==> src/rtl/pipe_hazard_unit_pkg.sv <==
// Shared types and helpers for the pipeline hazard/forwarding controller.
// The scoreboard slot fields are sized for the default address and latency widths.
package hazard_pkg;
  localparam int MC_RD_W  = 6;
  localparam int MC_CNT_W = 6;

  typedef enum logic [2:0] {
    NONE     = 3'd0,
    LOAD_USE = 3'd1,
    MC_RAW   = 3'd2,
    MC_FULL  = 3'd3,
    REDIRECT = 3'd4,
    BUS      = 3'd5
  } hazard_e;

  typedef struct packed {
    logic                valid;
    logic [MC_RD_W-1:0]  rd;
    logic [MC_CNT_W-1:0] cnt;
  } mc_slot_t;

  function automatic int sel_width(input int stages);
    return $clog2(stages + 1);
  endfunction

  // x0 and f0 share index 0 below the file-select bit; neither is ever matched.
  function automatic logic reg_match(input logic [MC_RD_W-1:0] a,
                                     input logic [MC_RD_W-1:0] b,
                                     input logic               en);
    return en && (a == b) && (a[MC_RD_W-2:0] != {(MC_RD_W-1){1'b0}});
  endfunction
endpackage

==> src/rtl/pipe_hazard_unit_if.sv <==
// Pipeline-side bundle for the hazard unit: master is the pipeline, slave the hazard unit.
interface pipe_hazard_unit_if import hazard_pkg::*; #(
  parameter int REG_AW     = MC_RD_W,
  parameter int FWD_STAGES = 2,
  parameter int MC_SLOTS   = 4,
  parameter int LAT_W      = MC_CNT_W
);
  localparam int FSW = sel_width(FWD_STAGES);

  logic                         bus_stall;
  logic                         redirect;
  logic [REG_AW-1:0]            id_rs1;
  logic [REG_AW-1:0]            id_rs2;
  logic [REG_AW-1:0]            id_rd;
  logic                         id_use_rs1;
  logic                         id_use_rs2;
  logic                         id_we;
  logic                         mc_issue;
  logic [LAT_W-1:0]             mc_lat;
  logic [FWD_STAGES*REG_AW-1:0] prod_rd;
  logic [FWD_STAGES-1:0]        prod_we;
  logic                         ex_is_load;
  logic [FSW-1:0]               fwd_sel_rs1;
  logic [FSW-1:0]               fwd_sel_rs2;
  logic                         stall_if;
  logic                         stall_id;
  logic                         bubble_ex;
  logic                         flush_id;
  logic [MC_SLOTS-1:0]          mc_busy;
  logic                         mc_full;

  modport master (
    output bus_stall, redirect, id_rs1, id_rs2, id_rd, id_use_rs1, id_use_rs2, id_we,
           mc_issue, mc_lat, prod_rd, prod_we, ex_is_load,
    input  fwd_sel_rs1, fwd_sel_rs2, stall_if, stall_id, bubble_ex, flush_id, mc_busy, mc_full
  );

  modport slave (
    input  bus_stall, redirect, id_rs1, id_rs2, id_rd, id_use_rs1, id_use_rs2, id_we,
           mc_issue, mc_lat, prod_rd, prod_we, ex_is_load,
    output fwd_sel_rs1, fwd_sel_rs2, stall_if, stall_id, bubble_ex, flush_id, mc_busy, mc_full
  );
endinterface

==> src/rtl/pipe_hazard_unit_mc_scoreboard.sv <==
// Countdown scoreboard for outstanding multi-cycle results (MUL/DIV/FDIV).
// Counters run every cycle; allocation only takes slots already free at cycle start.
module mc_scoreboard import hazard_pkg::*; #(
  parameter int REG_AW   = MC_RD_W,
  parameter int LAT_W    = MC_CNT_W,
  parameter int MC_SLOTS = 4
) (
  input  logic                clk,
  input  logic                rst,
  input  logic                alloc,
  input  logic [REG_AW-1:0]   alloc_rd,
  input  logic [LAT_W-1:0]    alloc_lat,
  input  logic [REG_AW-1:0]   id_rs1,
  input  logic [REG_AW-1:0]   id_rs2,
  input  logic [REG_AW-1:0]   id_rd,
  input  logic                use_rs1,
  input  logic                use_rs2,
  input  logic                id_we,
  output logic [MC_SLOTS-1:0] busy,
  output logic                full,
  output logic [MC_SLOTS-1:0] match
);
  mc_slot_t         slot_q [MC_SLOTS];
  mc_slot_t         slot_d [MC_SLOTS];
  logic             taken_s;
  logic [LAT_W-1:0] load_cnt_s;

  assign load_cnt_s = (alloc_lat == {LAT_W{1'b0}}) ? LAT_W'(1) : alloc_lat;

  // Slot next state: countdown/free for busy slots, lowest free slot takes an allocation.
  always_comb begin
    slot_d  = slot_q;
    taken_s = 1'b0;
    for (int i = 0; i < MC_SLOTS; i++) begin
      if (slot_q[i].valid) begin
        if (slot_q[i].cnt == MC_CNT_W'(1)) begin
          slot_d[i].valid = 1'b0;
          slot_d[i].cnt   = {MC_CNT_W{1'b0}};
        end else begin
          slot_d[i].cnt = slot_q[i].cnt - MC_CNT_W'(1);
        end
      end else if (alloc && !taken_s) begin
        slot_d[i].valid = 1'b1;
        slot_d[i].rd    = alloc_rd;
        slot_d[i].cnt   = load_cnt_s;
        taken_s         = 1'b1;
      end else begin
        slot_d[i] = slot_q[i];
      end
    end
  end

  // Occupancy and RAW/WAW match against the ID instruction.
  always_comb begin
    busy  = {MC_SLOTS{1'b0}};
    match = {MC_SLOTS{1'b0}};
    for (int i = 0; i < MC_SLOTS; i++) begin
      busy[i]  = slot_q[i].valid;
      match[i] = slot_q[i].valid &&
                 (reg_match(slot_q[i].rd, id_rs1, use_rs1) ||
                  reg_match(slot_q[i].rd, id_rs2, use_rs2) ||
                  reg_match(slot_q[i].rd, id_rd,  id_we));
    end
  end

  assign full = &busy;

  // Slot array register.
  always_ff @(posedge clk or negedge rst) begin
    if (!rst) begin
      for (int i = 0; i < MC_SLOTS; i++) begin
        slot_q[i] <= {$bits(mc_slot_t){1'b0}};
      end
    end else begin
      slot_q <= slot_d;
    end
  end
endmodule

==> src/rtl/pipe_hazard_unit.sv <==
// Hazard and forwarding controller: registered forwarding selects, combinational
// stall/bubble/flush arbitration, and a multi-cycle result scoreboard.
module pipe_hazard_unit import hazard_pkg::*; #(
  parameter int REG_AW     = MC_RD_W,
  parameter int FWD_STAGES = 2,
  parameter int MC_SLOTS   = 4,
  parameter int LAT_W      = MC_CNT_W
) (
  input  logic               clk,
  input  logic               rst,
  pipe_hazard_unit_if.slave  hif
);
  localparam int FSW = sel_width(FWD_STAGES);

  logic [FSW-1:0]      fwd_sel_rs1_q, fwd_sel_rs1_d, fwd_sel_rs2_q, fwd_sel_rs2_d;
  logic [FSW-1:0]      fwd1_s, fwd2_s;
  logic                lu_hold_q, lu_hold_d;
  logic [MC_SLOTS-1:0] mc_match_s, mc_busy_s;
  logic                mc_full_s;
  logic                lu_hz_s, raw_hz_s, full_hz_s, alloc_s;
  logic                stall_s, bubble_s, flush_s;
  hazard_e             cause_s, hz_s;

  mc_scoreboard #(.REG_AW(REG_AW), .LAT_W(LAT_W), .MC_SLOTS(MC_SLOTS)) u_sb (
    .clk(clk), .rst(rst), .alloc(alloc_s), .alloc_rd(hif.id_rd), .alloc_lat(hif.mc_lat),
    .id_rs1(hif.id_rs1), .id_rs2(hif.id_rs2), .id_rd(hif.id_rd),
    .use_rs1(hif.id_use_rs1), .use_rs2(hif.id_use_rs2), .id_we(hif.id_we),
    .busy(mc_busy_s), .full(mc_full_s), .match(mc_match_s)
  );

  // A load-use stall is taken once; lu_hold_q masks the repeat while the load drains.
  assign lu_hz_s = hif.ex_is_load && hif.prod_we[0] && !lu_hold_q &&
                   (reg_match(hif.prod_rd[REG_AW-1:0], hif.id_rs1, hif.id_use_rs1) ||
                    reg_match(hif.prod_rd[REG_AW-1:0], hif.id_rs2, hif.id_use_rs2));
  assign raw_hz_s  = |mc_match_s;
  assign full_hz_s = hif.mc_issue && mc_full_s;
  assign alloc_s   = hif.mc_issue && hif.id_we && (hz_s == NONE);

  // Priority arbitration; bus stall only freezes state, decisions below it still show.
  always_comb begin
    cause_s = NONE;
    if (hif.redirect) begin
      cause_s = REDIRECT;
    end else if (full_hz_s) begin
      cause_s = MC_FULL;
    end else if (raw_hz_s) begin
      cause_s = MC_RAW;
    end else if (lu_hz_s) begin
      cause_s = LOAD_USE;
    end else begin
      cause_s = NONE;
    end
    hz_s = hif.bus_stall ? BUS : cause_s;
  end

  // Pipeline control decode.
  always_comb begin
    stall_s  = 1'b0;
    bubble_s = 1'b0;
    flush_s  = 1'b0;
    case (cause_s)
      REDIRECT: begin
        flush_s  = 1'b1;
        bubble_s = 1'b1;
      end
      MC_FULL, MC_RAW, LOAD_USE: begin
        stall_s  = 1'b1;
        bubble_s = 1'b1;
      end
      default: begin
        stall_s  = 1'b0;
        bubble_s = 1'b0;
        flush_s  = 1'b0;
      end
    endcase
  end

  // Forwarding: scan oldest to youngest so the youngest matching producer wins.
  always_comb begin
    fwd1_s = {FSW{1'b0}};
    fwd2_s = {FSW{1'b0}};
    for (int k = FWD_STAGES - 1; k >= 0; k--) begin
      if (hif.prod_we[k] && reg_match(hif.prod_rd[k*REG_AW +: REG_AW], hif.id_rs1, hif.id_use_rs1)) begin
        fwd1_s = FSW'(k + 1);
      end else begin
        fwd1_s = fwd1_s;
      end
      if (hif.prod_we[k] && reg_match(hif.prod_rd[k*REG_AW +: REG_AW], hif.id_rs2, hif.id_use_rs2)) begin
        fwd2_s = FSW'(k + 1);
      end else begin
        fwd2_s = fwd2_s;
      end
    end
  end

  // Register next state.
  always_comb begin
    fwd_sel_rs1_d = fwd_sel_rs1_q;
    fwd_sel_rs2_d = fwd_sel_rs2_q;
    lu_hold_d     = lu_hold_q;
    if (hz_s == BUS) begin
      lu_hold_d = lu_hold_q;
    end else if (bubble_s) begin
      fwd_sel_rs1_d = {FSW{1'b0}};
      fwd_sel_rs2_d = {FSW{1'b0}};
      lu_hold_d     = (cause_s == LOAD_USE);
    end else begin
      fwd_sel_rs1_d = fwd1_s;
      fwd_sel_rs2_d = fwd2_s;
      lu_hold_d     = 1'b0;
    end
  end

  // State registers.
  always_ff @(posedge clk or negedge rst) begin
    if (!rst) begin
      fwd_sel_rs1_q <= {FSW{1'b0}};
      fwd_sel_rs2_q <= {FSW{1'b0}};
      lu_hold_q     <= 1'b0;
    end else begin
      fwd_sel_rs1_q <= fwd_sel_rs1_d;
      fwd_sel_rs2_q <= fwd_sel_rs2_d;
      lu_hold_q     <= lu_hold_d;
    end
  end

  assign hif.fwd_sel_rs1 = fwd_sel_rs1_q;
  assign hif.fwd_sel_rs2 = fwd_sel_rs2_q;
  assign hif.stall_if    = stall_s;
  assign hif.stall_id    = stall_s;
  assign hif.bubble_ex   = bubble_s;
  assign hif.flush_id    = flush_s;
  assign hif.mc_busy     = mc_busy_s;
  assign hif.mc_full     = mc_full_s;
endmodule

==> src/flat_wrapper.sv <==
// flat-port wrapper written by rule: the top's interface ports become plain ports
module pipe_hazard_unit_flat import hazard_pkg::*;
#(
  parameter int REG_AW     = MC_RD_W,
  parameter int FWD_STAGES = 2,
  parameter int MC_SLOTS   = 4,
  parameter int LAT_W      = MC_CNT_W
)
  (clk, rst, hif_bus_stall, hif_redirect, hif_id_rs1, hif_id_rs2, hif_id_rd, hif_id_use_rs1, hif_id_use_rs2, hif_id_we, hif_mc_issue, hif_mc_lat, hif_prod_rd, hif_prod_we, hif_ex_is_load, hif_fwd_sel_rs1, hif_fwd_sel_rs2, hif_stall_if, hif_stall_id, hif_bubble_ex, hif_flush_id, hif_mc_busy, hif_mc_full);
  pipe_hazard_unit_if #(.REG_AW(REG_AW), .FWD_STAGES(FWD_STAGES), .MC_SLOTS(MC_SLOTS), .LAT_W(LAT_W)) hif_i ();
  input  logic clk;
  input  logic rst;
  input wire logic [$bits(hif_i.bus_stall)-1:0] hif_bus_stall;
  input wire logic [$bits(hif_i.redirect)-1:0] hif_redirect;
  input wire logic [$bits(hif_i.id_rs1)-1:0] hif_id_rs1;
  input wire logic [$bits(hif_i.id_rs2)-1:0] hif_id_rs2;
  input wire logic [$bits(hif_i.id_rd)-1:0] hif_id_rd;
  input wire logic [$bits(hif_i.id_use_rs1)-1:0] hif_id_use_rs1;
  input wire logic [$bits(hif_i.id_use_rs2)-1:0] hif_id_use_rs2;
  input wire logic [$bits(hif_i.id_we)-1:0] hif_id_we;
  input wire logic [$bits(hif_i.mc_issue)-1:0] hif_mc_issue;
  input wire logic [$bits(hif_i.mc_lat)-1:0] hif_mc_lat;
  input wire logic [$bits(hif_i.prod_rd)-1:0] hif_prod_rd;
  input wire logic [$bits(hif_i.prod_we)-1:0] hif_prod_we;
  input wire logic [$bits(hif_i.ex_is_load)-1:0] hif_ex_is_load;
  output wire logic [$bits(hif_i.fwd_sel_rs1)-1:0] hif_fwd_sel_rs1;
  output wire logic [$bits(hif_i.fwd_sel_rs2)-1:0] hif_fwd_sel_rs2;
  output wire logic [$bits(hif_i.stall_if)-1:0] hif_stall_if;
  output wire logic [$bits(hif_i.stall_id)-1:0] hif_stall_id;
  output wire logic [$bits(hif_i.bubble_ex)-1:0] hif_bubble_ex;
  output wire logic [$bits(hif_i.flush_id)-1:0] hif_flush_id;
  output wire logic [$bits(hif_i.mc_busy)-1:0] hif_mc_busy;
  output wire logic [$bits(hif_i.mc_full)-1:0] hif_mc_full;
  assign hif_i.bus_stall = hif_bus_stall;
  assign hif_i.redirect = hif_redirect;
  assign hif_i.id_rs1 = hif_id_rs1;
  assign hif_i.id_rs2 = hif_id_rs2;
  assign hif_i.id_rd = hif_id_rd;
  assign hif_i.id_use_rs1 = hif_id_use_rs1;
  assign hif_i.id_use_rs2 = hif_id_use_rs2;
  assign hif_i.id_we = hif_id_we;
  assign hif_i.mc_issue = hif_mc_issue;
  assign hif_i.mc_lat = hif_mc_lat;
  assign hif_i.prod_rd = hif_prod_rd;
  assign hif_i.prod_we = hif_prod_we;
  assign hif_i.ex_is_load = hif_ex_is_load;
  assign hif_fwd_sel_rs1 = hif_i.fwd_sel_rs1;
  assign hif_fwd_sel_rs2 = hif_i.fwd_sel_rs2;
  assign hif_stall_if = hif_i.stall_if;
  assign hif_stall_id = hif_i.stall_id;
  assign hif_bubble_ex = hif_i.bubble_ex;
  assign hif_flush_id = hif_i.flush_id;
  assign hif_mc_busy = hif_i.mc_busy;
  assign hif_mc_full = hif_i.mc_full;
  pipe_hazard_unit #(.REG_AW(REG_AW), .FWD_STAGES(FWD_STAGES), .MC_SLOTS(MC_SLOTS), .LAT_W(LAT_W)) u_core (.clk(clk), .rst(rst), .hif(hif_i));
endmodule
==> config.mk <==
export PLATFORM = sky130hd
export DESIGN_NAME = pipe_hazard_unit_flat
export DESIGN_NICKNAME = d
export VERILOG_FILES = /design/src/rtl/pipe_hazard_unit_pkg.sv /design/src/rtl/pipe_hazard_unit_if.sv /design/src/rtl/pipe_hazard_unit_mc_scoreboard.sv /design/src/rtl/pipe_hazard_unit.sv /design/src/flat_wrapper.sv
export SDC_FILE = /design/constraint.sdc
export NUM_CORES = 1
export LEC_CHECK = 0
export ABC_AREA = 1
export CAP_MARGIN = 40
export CORE_MARGIN = 2
export CORE_UTILIZATION = 57
export CTS_CLUSTER_SIZE = 25
export DETAILED_ROUTE_END_ITERATION = 8
export GPL_ROUTABILITY_DRIVEN = 0
export GPL_TIMING_DRIVEN = 0
export HOLD_SLACK_MARGIN = 0.12
export MAX_ROUTING_LAYER = met4
export PLACE_DENSITY = 0.85
export REMOVE_ABC_BUFFERS = 1
export SYNTH_ARGS = -nofsm -noshare
export SYNTH_HDL_FRONTEND = slang
export SYNTH_SLANG_ARGS = --single-unit
==> constraint.sdc <==
create_clock -name clk -period 2.2 [get_ports clk]
set_input_delay 0.33 -clock clk [delete_from_list [all_inputs] [get_ports clk]]
set_output_delay 0.33 -clock clk [all_outputs]
set_load 0.05 [all_outputs]
* Yosys cells after proc, flatten, opt, wreduce, memory -nomap -nowiden
Cells that the tools add are included.
** Storage, ports and cells
- ROM bits :: 0
- Flip-flop bits (word level) :: 57
- Input port bits :: 47
- Bits in writable memories :: 0
- Output and inout bits :: 13
- Word-level logic and storage cells :: 172
- Memories kept :: 0
- Bits in latches :: 0
** Operators by class
- Div/mod/pow operators :: 0
- Magnitude comparators :: 0
- Bitwise operators :: 4
- Multiplexer cells :: 42
- Shift operators :: 0
- Equal/unequal tests :: 25
- $mul :: 0
- Reductions and logical operators :: 82
- Add/subtract/negate cells :: 4
** Operators by type and width (count)
- 6-bit == test :: 16
- 6-bit 2-to-1 mux :: 9
- 13-bit 2-to-1 mux :: 4
- 1-bit logical AND :: 49
- 5-bit nonzero test :: 6
- 6-bit by 1-bit == test with 1-bit output (second input constant) :: 4
- 6-bit by 1-bit subtractor with 6-bit output (second input constant) :: 4
- 1-bit 2-to-1 mux :: 19
- 2-bit 2-to-1 mux :: 6
- 3-bit 2-to-1 mux :: 4
- 1-bit logical OR :: 9
- 2-bit AND reduction :: 4
- 2-bit nonzero test :: 4
- 4-bit OR reduction :: 2
- 3-bit by 2-bit == test with 1-bit output (second input constant) :: 2
- 3-bit == test (second input constant) :: 2
- 6-bit logical NOT :: 1
- 1-bit logical NOT :: 4
- 1-bit NOT :: 4
- 4-bit AND reduction :: 1
- 3-bit by 1-bit == test with 1-bit output (second input constant) :: 1
- 3-bit logical NOT :: 1
- 3-bit OR reduction :: 1

* Longest topological paths before layout
- Depth in word-level cells :: 27
- Mapped depth :: 17
- Depth with buffers taken out :: 16

* Modules after synthesis
Synthesis repeated with hierarchy kept, for this count alone.
** Second synthesis, totals
- Cell total of the unflattened synthesis :: 761
- Area total of the unflattened synthesis :: 4782.1 um2
** By module, submodules not included
- mc_scoreboard :: seq. area each 1301.2 um2, cells each 593, area each 3901.2 um2, times used 1
- pipe_hazard_unit :: seq. area each 125.1 um2, cells each 168, area each 880.8 um2, times used 1

* Least setup slack after synthesis
Ideal clock, no wire load.
- Kind :: register to output
- From :: register u_core.u_sb.slot_q (netlist bit u_core.u_sb.busy[2])
- To :: output port hif_stall_if
- Path buffers :: 1
- Setup slack :: -0.899 ns
- Stages on the path, launching flop included :: 9
- Data required time :: 1.870 ns
- Arrival time :: 2.769 ns
- Cells stage by stage :: dfrtp_1 -> inv_1 -> nor3_1 -> nand2_1 -> inv_1 -> a21oi_2 -> a31o_2 -> inv_1 -> buf_4
** On the way
- Elaborated cells on any way between the ends :: 12
- Classes of those cells :: 3 x eq/ne; 4 x mux; 5 x reduce/logical
** RTL lines
- from (decl) :: RTL line pipe_hazard_unit_mc_scoreboard.sv:23 : mc_slot_t slot_q [MC_SLOTS];
- from (signal, indexed assignment) :: RTL line pipe_hazard_unit_mc_scoreboard.sv:72 : slot_q[i] <= {$bits(mc_slot_t){1'b0}};
- from (signal assigned) :: RTL line pipe_hazard_unit_mc_scoreboard.sv:75 : slot_q <= slot_d;
- 4-bit AND reduction (*) :: RTL line pipe_hazard_unit_mc_scoreboard.sv:66 : assign full = &busy;
- via hif_mc_full :: RTL line flat_wrapper.sv:33 : output wire logic [$bits(hif_i.mc_full)-1:0] hif_mc_full;
- 1-bit logical AND (*) :: RTL line pipe_hazard_unit.sv:36 : assign full_hz_s = hif.mc_issue && mc_full_s;
- 3-bit 2-to-1 mux (*) :: RTL line pipe_hazard_unit.sv:44 : end else if (full_hz_s) begin
- 3-bit 2-to-1 mux (*) :: RTL line pipe_hazard_unit.sv:42 : if (hif.redirect) begin
- 3-bit by 2-bit == test with 1-bit output / 3-bit by 1-bit == test with 1-bit output (equally long branches) :: RTL line pipe_hazard_unit.sv:61 : case (cause_s)
- 3-bit OR reduction (*)
- 1-bit 2-to-1 mux (*) :: RTL line pipe_hazard_unit.sv:61
- to (decl) :: RTL line flat_wrapper.sv:28 : output wire logic [$bits(hif_i.stall_if)-1:0] hif_stall_if;
Mark *: on every way through the listed nets, which the timed path passes. The rest lies on a longest branch.

* Final worst setup path
- From :: register u_core.u_sb.slot_q[20] (netlist name)
- To :: output port hif_stall_if
** On the way
- Cells in the longest elaborated chain, start to end :: 13
- Elaborated cells on any way between the ends :: 22
- Classes of those cells :: 6 x eq/ne; 4 x mux; 12 x reduce/logical
** Ends and longest elaborated chain
- 6-bit == test :: RTL line pipe_hazard_unit_pkg.sv:30 : return en && (a == b) && (a[MC_RD_W-2:0] != {(MC_RD_W-1){1'b0}});
- 1-bit logical AND (2 in series) :: RTL line pipe_hazard_unit_pkg.sv:30
- 1-bit logical OR :: RTL line pipe_hazard_unit_mc_scoreboard.sv:60 : (reg_match(slot_q[i].rd, id_rs1, use_rs1) ||
- 1-bit logical OR (*) :: RTL line pipe_hazard_unit_mc_scoreboard.sv:61 : reg_match(slot_q[i].rd, id_rs2, use_rs2) ||
- 1-bit logical AND (*) :: RTL line pipe_hazard_unit_mc_scoreboard.sv:59 : match[i] = slot_q[i].valid &&
- 4-bit OR reduction (*) :: RTL line pipe_hazard_unit.sv:35 : assign raw_hz_s = |mc_match_s;
- 3-bit 2-to-1 mux (*) :: RTL line pipe_hazard_unit.sv:46 : end else if (raw_hz_s) begin
- 3-bit 2-to-1 mux (*) :: RTL line pipe_hazard_unit.sv:44
- 3-bit 2-to-1 mux (*) :: RTL line pipe_hazard_unit.sv:42
- 3-bit by 2-bit == test with 1-bit output / 3-bit by 1-bit == test with 1-bit output (equally long branches) :: RTL line pipe_hazard_unit.sv:61
- 3-bit OR reduction (*)
- 1-bit 2-to-1 mux (*) :: RTL line pipe_hazard_unit.sv:61
Mark *: on every way between the ends. The rest lies on a longest branch, timed or not.

==> qor.txt <==
syn avg cell area: 6.46 um2
Power Density: 834 nW/um2
layout cell share with drive strength beyond 1: 24.8%
H-tree lvl count: 3
unrepaired setup endpoints after global routing: yes
Yosys warnings: 0
Starting Density: 59.4%
final hold violation count: 0
uppermost layer routed: met4
total CTS buffers: 9
Required @ worst endpoint: 1870 ps
DIE AREA: 8870 um2
Core Footprint: 7810 um2
CTS tree: yes
design area: 6130 um2
die width: 94.2 um
drt wl/cell: 18.4 um
Area growth syn-to-layout: 32.2%
Reg clk slew, reported paths: 80 ps
detail-routed via count per cell: 6.25
CTS Sinks: 57
setup ws final: -328 ps
M1 WL: 6030 um
leading area contributor after synthesis: dfrtp_1
clock skew: 13.9 ps
met3 WL post-DR: 2230 um
DRC Markers: 0
# diodes: 0
# IOs: 60
worst-path maximum fanout: 4
max frequency: 396 MHz
metal2 WL: 7520 um
initial antenna violation count: 0
maximum VDD drop: 604 uV
fin util: 78.5%
CTS Root Cell: clkbuf_8
Synth top area share: 30.8%
Pre-Repair DR Iteration Count: 9
pin count of the biggest net entering global routing: 30
vias in the first global route: 4816
Setup crit start kind: flop
Slew Viols, Final: 0
via count: 5691
Worst-Skew Late Latency: 370 ps
grt total ovfl: 0
minimum clock period: 2530 ps
Final ANT Viol Nets: 0
failing checks: setup timing
Synth Cell Area: 4640 um2
Port Buffers: 59
total wire length: 16700 um
Syn Inst Count: 718
first-pass GRT wire length: 22900 um
Crit. End Element: output port
status: finished, violations left
Post-synth EDFFs: 0
ys async rst share: 100%
Max Cap Violations: 0
Setup Viol. Count Final: 55
Least-Margin Pin Slew: 1100 ps
Die Height: 94.2 um
commonest non-fill, non-tap cell in the layout: nand2_1
Hold Path Class: input pin to flop
DP Wirelength: 9980 um
FF+latch count, synth: 57
fillcell total: 493
Total GRT Usage: 34.3%
placed insts: 852
post-route insts no fill: 911
sequential share of the synthesized area: 30.8%
commonest register cell after synthesis: dfrtp_1
Pleak: 2.96 nW
Final #Nets: 859
period utilisation layout: 115%
Distinct cells, synth: 39
commonest non-fill, non-tap cells in the layout: 193 x nand2_1, 68 x nand3_1, 65 x inv_1
CP arrival: 2200 ps
CTS Buffer Depth: 2
kind of critical path: flop to output port
Placed Area: 5190 um2
synth top area cells: dfrtp_1 31%, nand2_1 18%, nand3_1 8.7%
cell row count: 32
Slew headroom: 26.9%
DRT iter0 DRCs: 852
-- synth_stat cells, types with 8 or more instances --
master and instances:
nand4_1 30, nand3_1 81, dfrtp_1 57, o22ai_1 11, o21ai_1 27, buf_4 9, inv_1 84, xor2_1 11
buf_2 10, xnor2_1 20, nor2_1 48, nor3_1 14, a21oi_1 16, nand2_1 220, o21ai_0 20, inv_2 17
ha_1 8
-- state kept, by name (all words and copies together) (netlist names) --
name,cells
u_core.u_sb.slot_q,48
u_core.hif.fwd_sel_rs1,2
u_core.u_sb.busy,4
u_core.lu_hold_q,1
u_core.hif.fwd_sel_rs2,2
-- repair_timing --
action                                  4_1_cts  5_1_grt
gates resized for setup                     101      108
endpoints found under the setup margin       57       56
buffers inserted                             17       21
pin swaps                                    21       42
cloned                                        1        5
hold buffers                                  1        0
endpoints found under the hold margin        28        0
-- cell families (layout without fill, tap and decap cells) --
family	count (synthesis)	after routing	synth area share, %
flops	57	57	30.8
xor+xnor	31	31	5.86
buf+inv	129	214	12.0
compound gates	84	84	9.93
simple gates	409	415	39.3
fa+ha+maj	8	8	2.16
-- final timing paths --
| path | start | to | slack, ps | cells past startpoint |
|---|---|---|---|---|
| worst max-delay path | u_core.u_sb.slot_q[20]$_DFFE_PN0P_ | hif_stall_if | -330 | 12 |
| worst min-delay path | hif_id_rs2[5] | u_core.hif.fwd_sel_rs2[1]$_DFFE_PN0P_ | 460 | 4 |
| worst max register to register | u_core.u_sb.slot_q[23]$_DFFE_PN0P_ | u_core.u_sb.slot_q[2]$_DFFE_PN0P_ | -240 | 16 |
| worst min register to register | u_core.hif.fwd_sel_rs2[0]$_DFFE_PN0P_ | u_core.hif.fwd_sel_rs2[0]$_DFFE_PN0P_ | 500 | 2 |
| max in group asynchronous | rst | u_core.u_sb.slot_q[36]$_DFFE_PN0P_ | 1020 | 3 |
| min in group asynchronous | rst | u_core.u_sb.slot_q[19]$_DFFE_PN0P_ | 540 | 2 |
-- where the power goes --
group	switching (mW)	total, mW	internal [mW]
registers	0.307	1.61	1.30
clock network	0.473	0.908	0.435
logic	1.64	2.59	0.954
-- cell type report --
type                       count  area [um2]  area share, %
clock buffer                  11         141           2.31
multi-input combinational    538        3070           50.0
clock inverter                 5        31.3          0.510
inverter                     101         390           6.37
sequential                    57        1450           23.6
tap                          102         128           2.08
timing repair buffer          97         927           15.1
-- layer usage --
layer	up-vias	global-route usage [%]
li1	2512	-
met5	-	-
met3	117	5.86
met1	2567	45.4
met4	0	14.5
met2	495	52.1
-- worst max-delay path, stage by stage, from the launching register on --
cell and delay [ps]:
dfrtp_2 440, buf_4 150, nand2_1 60, nand3_1 120, nor2_1 170, nand2_1 90, nand3_1 100, nand2_1 110
nand2_2 110, nor2_4 60, a31o_4 220, inv_4 60, buf_8 140
-- per-stage QoR --
stage / TNS, ps / setup WS [ps] / total power, mW / hold slack, ps
floorplan: -57610 / -1420 / 2.90 / 34.4
global placement: -95380 / -1160 / 3.44 / 467
detailed placement: -38030 / -1210 / 3.51 / 409
CTS: -335 / -103 / 4.52 / 493
global route: -14360 / -384 / 5.40 / 514
finish: -8260 / -328 / 5.11 / 458
(Power assumes the default switching activity.)
